[src/rtl/xix_prefix_sequencer_if.sv]
// Bus between the IX/IY prefix sequencer and its neighbours (fetch unit, XIX decoder bank).
// Handshake: fetch_valid qualifies fetch_byte for exactly one cycle and is only consumed while
// CM1=1. There is no ready/backpressure. The decoder strobes are single-cycle pulses sampled in EXEC.
interface xix_prefix_sequencer_if #(
  parameter int XPT_WIDTH = 5
) ();
  logic                 fetch_valid;
  logic [7:0]           fetch_byte;
  logic                 phase_step;
  logic                 PR_Reset_XPT;
  logic                 P2_Set_CM1;
  logic                 P2_Reset_XIX;
  logic                 P2_Reset_XIY;
  logic                 CM1;
  logic                 enable;
  logic                 main_enable;
  logic                 is_Y;
  logic [XPT_WIDTH-1:0] XPT;
  logic [XPT_WIDTH-1:0] notXPT;
  logic [7:0]           Source;
  logic [7:0]           notSource;
  logic                 XPT_Fault;
  logic [1:0]           state;

  modport master (
    output fetch_valid, fetch_byte, phase_step, PR_Reset_XPT, P2_Set_CM1, P2_Reset_XIX, P2_Reset_XIY,
    input  CM1, enable, main_enable, is_Y, XPT, notXPT, Source, notSource, XPT_Fault, state
  );

  modport slave (
    input  fetch_valid, fetch_byte, phase_step, PR_Reset_XPT, P2_Set_CM1, P2_Reset_XIX, P2_Reset_XIY,
    output CM1, enable, main_enable, is_Y, XPT, notXPT, Source, notSource, XPT_Fault, state
  );
endinterface

[src/rtl/xix_prefix_sequencer.sv]
// DD/FD prefix sequencer: latches prefixes and opcode, holds XIX/XIY state and runs the XPT
// execution-phase counter that drives the XIX decoder bank.
module xix_prefix_sequencer #(
  parameter int XPT_WIDTH = 5,
  parameter int XPT_MAX   = 31
) (
  input  logic                  clock,
  input  logic                  notReset,
  xix_prefix_sequencer_if.slave bus
);

  typedef enum logic [1:0] {
    FETCH  = 2'd0,
    PREFIX = 2'd1,
    EXEC   = 2'd2
  } state_t;

  localparam logic [XPT_WIDTH-1:0] XPT_LAST = XPT_WIDTH'(XPT_MAX);
  localparam logic [7:0] OP_DD = 8'hDD;
  localparam logic [7:0] OP_FD = 8'hFD;
  localparam logic [7:0] OP_ED = 8'hED;

  state_t               state_q;
  logic                 cm1_q;
  logic                 enable_q;
  logic                 main_enable_q;
  logic                 is_y_q;
  logic                 xix_q;
  logic                 xiy_q;
  logic [XPT_WIDTH-1:0] xpt_q;
  logic [XPT_WIDTH-1:0] not_xpt_q;
  logic [7:0]           source_q;
  logic [7:0]           not_source_q;
  logic                 fault_q;

  logic                 xix_nxt;
  logic                 xiy_nxt;
  logic                 step_fault;
  logic [XPT_WIDTH-1:0] xpt_inc;

  always_comb begin
    xix_nxt    = xix_q & ~bus.P2_Reset_XIX;
    xiy_nxt    = xiy_q & ~bus.P2_Reset_XIY;
    step_fault = bus.phase_step & ~bus.PR_Reset_XPT & (xpt_q == XPT_LAST);
    xpt_inc    = xpt_q + 1'b1;
  end

  always_ff @(posedge clock or negedge notReset) begin
    if (!notReset) begin
      state_q       <= FETCH;
      cm1_q         <= 1'b1;
      enable_q      <= 1'b0;
      main_enable_q <= 1'b0;
      is_y_q        <= 1'b0;
      xix_q         <= 1'b0;
      xiy_q         <= 1'b0;
      xpt_q         <= '0;
      not_xpt_q     <= '1;
      source_q      <= 8'h00;
      not_source_q  <= 8'hFF;
      fault_q       <= 1'b0;
    end else begin
      case (state_q)
        FETCH, PREFIX: begin
          if (bus.fetch_valid) begin
            if (bus.fetch_byte == OP_DD || bus.fetch_byte == OP_FD) begin
              // A repeated prefix simply overwrites the previous one.
              xix_q   <= (bus.fetch_byte == OP_DD);
              xiy_q   <= (bus.fetch_byte == OP_FD);
              is_y_q  <= (bus.fetch_byte == OP_FD);
              state_q <= PREFIX;
            end else begin
              source_q     <= bus.fetch_byte;
              not_source_q <= ~bus.fetch_byte;
              xpt_q        <= '0;
              not_xpt_q    <= '1;
              cm1_q        <= 1'b0;
              state_q      <= EXEC;
              if (state_q == PREFIX && bus.fetch_byte != OP_ED) begin
                enable_q      <= 1'b1;
                main_enable_q <= 1'b0;
              end else begin
                // Unprefixed opcodes, and ED after a prefix, run on the main decoder bank.
                xix_q         <= 1'b0;
                xiy_q         <= 1'b0;
                enable_q      <= 1'b0;
                main_enable_q <= 1'b1;
                if (state_q == FETCH) fault_q <= 1'b0;
              end
            end
          end
        end
        EXEC: begin
          xix_q <= xix_nxt;
          xiy_q <= xiy_nxt;
          if (bus.P2_Set_CM1 || step_fault) begin
            state_q       <= FETCH;
            cm1_q         <= 1'b1;
            enable_q      <= 1'b0;
            main_enable_q <= 1'b0;
            if (step_fault) fault_q <= 1'b1;
            if (bus.P2_Set_CM1) begin
              xpt_q     <= '0;
              not_xpt_q <= '1;
            end
          end else begin
            enable_q      <= xix_nxt | xiy_nxt;
            main_enable_q <= ~(xix_nxt | xiy_nxt);
            if (bus.PR_Reset_XPT) begin
              xpt_q     <= '0;
              not_xpt_q <= '1;
            end else if (bus.phase_step) begin
              xpt_q     <= xpt_inc;
              not_xpt_q <= ~xpt_inc;
            end
          end
        end
        default: begin
          state_q <= FETCH;
          cm1_q   <= 1'b1;
        end
      endcase
    end
  end

  assign bus.CM1         = cm1_q;
  assign bus.enable      = enable_q;
  assign bus.main_enable = main_enable_q;
  assign bus.is_Y        = is_y_q;
  assign bus.XPT         = xpt_q;
  assign bus.notXPT      = not_xpt_q;
  assign bus.Source      = source_q;
  assign bus.notSource   = not_source_q;
  assign bus.XPT_Fault   = fault_q;
  assign bus.state       = state_q;

endmodule

[src/flat_wrapper.sv]
// flat-port wrapper written by rule: the top's interface ports become plain ports
module xix_prefix_sequencer_flat 
#(
  parameter int XPT_WIDTH = 5,
  parameter int XPT_MAX   = 31
)
  (clock, notReset, bus_fetch_valid, bus_fetch_byte, bus_phase_step, bus_PR_Reset_XPT, bus_P2_Set_CM1, bus_P2_Reset_XIX, bus_P2_Reset_XIY, bus_CM1, bus_enable, bus_main_enable, bus_is_Y, bus_XPT, bus_notXPT, bus_Source, bus_notSource, bus_XPT_Fault, bus_state);
  xix_prefix_sequencer_if #(.XPT_WIDTH(XPT_WIDTH)) bus_i ();
  input  logic clock;
  input  logic notReset;
  input wire logic [$bits(bus_i.fetch_valid)-1:0] bus_fetch_valid;
  input wire logic [$bits(bus_i.fetch_byte)-1:0] bus_fetch_byte;
  input wire logic [$bits(bus_i.phase_step)-1:0] bus_phase_step;
  input wire logic [$bits(bus_i.PR_Reset_XPT)-1:0] bus_PR_Reset_XPT;
  input wire logic [$bits(bus_i.P2_Set_CM1)-1:0] bus_P2_Set_CM1;
  input wire logic [$bits(bus_i.P2_Reset_XIX)-1:0] bus_P2_Reset_XIX;
  input wire logic [$bits(bus_i.P2_Reset_XIY)-1:0] bus_P2_Reset_XIY;
  output wire logic [$bits(bus_i.CM1)-1:0] bus_CM1;
  output wire logic [$bits(bus_i.enable)-1:0] bus_enable;
  output wire logic [$bits(bus_i.main_enable)-1:0] bus_main_enable;
  output wire logic [$bits(bus_i.is_Y)-1:0] bus_is_Y;
  output wire logic [$bits(bus_i.XPT)-1:0] bus_XPT;
  output wire logic [$bits(bus_i.notXPT)-1:0] bus_notXPT;
  output wire logic [$bits(bus_i.Source)-1:0] bus_Source;
  output wire logic [$bits(bus_i.notSource)-1:0] bus_notSource;
  output wire logic [$bits(bus_i.XPT_Fault)-1:0] bus_XPT_Fault;
  output wire logic [$bits(bus_i.state)-1:0] bus_state;
  assign bus_i.fetch_valid = bus_fetch_valid;
  assign bus_i.fetch_byte = bus_fetch_byte;
  assign bus_i.phase_step = bus_phase_step;
  assign bus_i.PR_Reset_XPT = bus_PR_Reset_XPT;
  assign bus_i.P2_Set_CM1 = bus_P2_Set_CM1;
  assign bus_i.P2_Reset_XIX = bus_P2_Reset_XIX;
  assign bus_i.P2_Reset_XIY = bus_P2_Reset_XIY;
  assign bus_CM1 = bus_i.CM1;
  assign bus_enable = bus_i.enable;
  assign bus_main_enable = bus_i.main_enable;
  assign bus_is_Y = bus_i.is_Y;
  assign bus_XPT = bus_i.XPT;
  assign bus_notXPT = bus_i.notXPT;
  assign bus_Source = bus_i.Source;
  assign bus_notSource = bus_i.notSource;
  assign bus_XPT_Fault = bus_i.XPT_Fault;
  assign bus_state = bus_i.state;
  xix_prefix_sequencer #(.XPT_WIDTH(XPT_WIDTH), .XPT_MAX(XPT_MAX)) u_core (.clock(clock), .notReset(notReset), .bus(bus_i));
endmodule
[config.mk]
export PLATFORM = sky130hd
export DESIGN_NAME = xix_prefix_sequencer_flat
export DESIGN_NICKNAME = d
export VERILOG_FILES = /design/src/rtl/xix_prefix_sequencer_if.sv /design/src/rtl/xix_prefix_sequencer.sv /design/src/flat_wrapper.sv
export SDC_FILE = /design/constraint.sdc
export NUM_CORES = 1
export LEC_CHECK = 0
export CAP_MARGIN = 10
export CORE_MARGIN = 5
export CORE_UTILIZATION = 46
export DETAILED_ROUTE_END_ITERATION = 8
export GPL_ROUTABILITY_DRIVEN = 0
export PLACE_DENSITY_LB_ADDON = 0.12
export SLEW_MARGIN = 25
export SYNTH_ARGS = -nofsm -noshare
export SYNTH_HDL_FRONTEND = slang
export SYNTH_SLANG_ARGS = --single-unit
[constraint.sdc]
create_clock -name clock -period 2 [get_ports clock]
set_input_delay 0.4 -clock clock [delete_from_list [all_inputs] [get_ports clock]]
set_output_delay 0.4 -clock clock [all_outputs]
set_load 0.02 [all_outputs]
==> results.cfg <==
[global_route]
grt_pass1_vias = 1214
grt_pass1_wl_um = 5340
grt_max_degree = 36
antenna_found_initial = 0
grt_use_total_pct = 15.52
grt_overflow = 0

[layout]
multiInputGateArea_sq_um = 645.6
regArea_sq_um = 893.4
stdcell_count = 240
antenna_cells = 0
fillers = 271
final_layout_size_suffix_gt1_share_pct = 19.07
syn2layout_area_growth_pct = 39.83
postLayoutCellArea_sq_um = 2218
nNetsFinal = 211

[cts]
cts_sinks = 35
clock_path_buffers = 2
cts_buffers = 5
cts_setup_buffers = 0
clk_pin_slew_worst_paths_ps = 100
htreeDepth = 2
cts_tree = done
clockRootBuffer = clkbuf_4
clk_latency_ps = 330
ctsHoldBuffers = 0
post_cts_resize_count = 0

[floorplan]
core-area_sq_um = 3337
die-area_sq_um = 4723
die_x_um = 68.73
die_h_um = 68.73
pin_count = 49
rows = 21
start_util_pct = 47.54

[place]
io_buffers = 48
placed_area_sq_um = 2168
dp_cells = 232
dp_hpwl_um = 2559
dpl_worst_slack_ps = -11.90

[timing]
period_minus_slack_ps = 1887
slew_headroom_pct = 71.86
worst_slew_pin_slew_ps = 422.2
min_period_over_period_pct = 94.36
fin_tns_setup_ps = 0
fmax_mhz = 529.9
skew_ps = 11.52
finalHoldViolations = 0
rsz0062_at_grt = no
timing.final.ws_setup_ps = 112.8
setup_viol = 0
finalMaxSlewViolations = 0

[worst_setup_path]
cp_data_arrival_time_ps = 1490
path_class = register to output pin
crit_slowest_cell = clkdlybuf4s50_1
cpLargestDelayFamily = buffers and inverters
cpPeakStageDelay_ps = 600
cp-end-kind = output pin
critPathBufInv = 1
crit_required_ps = 1600
cp_cell_sequence = clkdlybuf4s50_1
worstPathMaxFanout = 2
reg2reg_from = u_core.bus.XPT[0]
worst_setup_path_startpoint = u_core.bus.notSource[0]
crit_path_start_kind = register

[yosys]
syn_inst = 134
yosys.area.top_type = dfrtp_1
netlist_area_sq_um = 1587
synth_area_per_cell_sq_um = 11.84
synth_common_cells = 21 x dfrtp_1, 17 x nand2_1, 17 x o21ai_0
synth_top_flop_cell = dfrtp_1
synth-edff-count = 0
yosysTopAreaCellShare_pct = 33.12
synthesis.nets = 152
yosys_warnings = 0
synth-seq-area-share_pct = 56.31
synth_cell_types = 39
synth_most_common_cell = dfrtp_1
synthArstFlopShare_pct = 100.0
synth.area.top_cells = dfrtp_1 33%, dfstp_2 23%, o21ai_0 5.4%, mux2_1 4.3%, nand2_1 4.0%
ys_ff_latch = 35

[routing]
routed_via_density = 4.867
ant_nets = 0
drt_wl_total_um = 3271
drc = 0
dr_total_vias = 1168
drt-initial-drc-count = 57
first_pass_iters = 4
wl_per_cell_um = 13.63

[power_and_ir_drop]
power_mw = 1.772
vdd_drop_max_mv = 0.4159
total_leakage_power_nw = 0.9687
power_per_cell_area_nw_per_um2 = 798.7

[job]
cap_violations = 0

[worst_hold_path]
min_path_type = primary input to asynchronous set/reset pin

[outcome]
outcome = finished clean
-- cell families after synthesis --
group / synth area share (%)
AO/OA/AOI/OAI: 16.56
AND/OR/NAND/NOR: 13.64
flip-flops: 56.31
buffers and inverters: 2.996
multiplexers: 7.255
XOR/XNOR: 1.656
adder cells (fa/ha/maj): 1.577
-- worst paths after layout --
check | cells after the start | end | slack (ps)
max in group asynchronous | 2 | u_core.bus.notXPT[3] | 1190
worst max-delay path | 1 | bus_notSource[0] | 110
worst min-delay path | 2 | u_core.bus.Source[3] | 460
worst min register to register | 2 | u_core.bus.notXPT[0] | 470
worst max register to register | 6 | u_core.bus.XPT[3] | 210
min in group clock | 2 | u_core.bus.notXPT[0] | 470
-- cells in the final DEF, fill, tap and decap left out, drive strengths merged, types with 3 or more instances in the layout --
master / Yosys / layout
buf: 2 / 7
nor2: 6 / 6
o21ai: 19 / 19
dfrtp: 21 / 21
inv: 7 / 7
clkdlybuf4s50: 0 / 48
a21oi: 4 / 4
dfstp: 14 / 14
nand2: 17 / 17
clkbuf: 1 / 7
nand2b: 3 / 3
a22oi: 3 / 3
mux2: 9 / 9
-- layout make-up --
cell class | count | area share [%]
inverters | 7 | 1.184
clock buffers | 7 | 2.030
flip-flops and latches | 35 | 40.27
repair buffers | 55 | 24.59
clock inverters | 1 | 0.2256
well taps | 46 | 2.594
multi-input cells | 89 | 29.10
-- state kept, by name (all words and copies together), names as in the netlist --
| signal | cells |
|---|---|
| u_core.bus.notSource | 8 |
| u_core.bus.notXPT | 5 |
| u_core.xix_q | 1 |
| u_core.xiy_q | 1 |
| u_core.bus.Source | 8 |
| u_core.bus.state | 2 |
| u_core.bus.CM1 | 1 |
| u_core.bus.XPT | 5 |
| u_core.bus.XPT_Fault | 1 |
| u_core.bus.is_Y | 1 |
| u_core.bus.main_enable | 1 |
| u_core.bus.enable | 1 |
-- routing by layer --
layer / vias to the layer above / wire [um] / GRT usage [%]
met5: - / 0 / 0
met4: 0 / 54 / 5.839
met3: 7 / 211 / 5.186
met2: 34 / 1665 / 27.89
met1: 542 / 1339 / 16.77
li1: 585 / - / -
-- where the power goes --
| group | total [mW] | switching, mW | internal (mW) |
|---|---|---|---|
| Clock | 0.354 | 0.217 | 0.137 |
| Combinational | 0.540 | 0.272 | 0.268 |
| Sequential | 0.878 | 0.0506 | 0.827 |
| Total | 1.77 | 0.539 | 1.23 |
-- stage by stage --
step           util (%)  hold slack (ps)
2_1_floorplan         -            104.4
3_3_place_gp      64.98            453.8
3_5_place_dp      64.98            458.7
4_1_cts           66.48            470.6
5_1_grt           66.48            486.4
6_report          66.48            463.3
No activity file was read; power rests on OpenSTA's default activity.
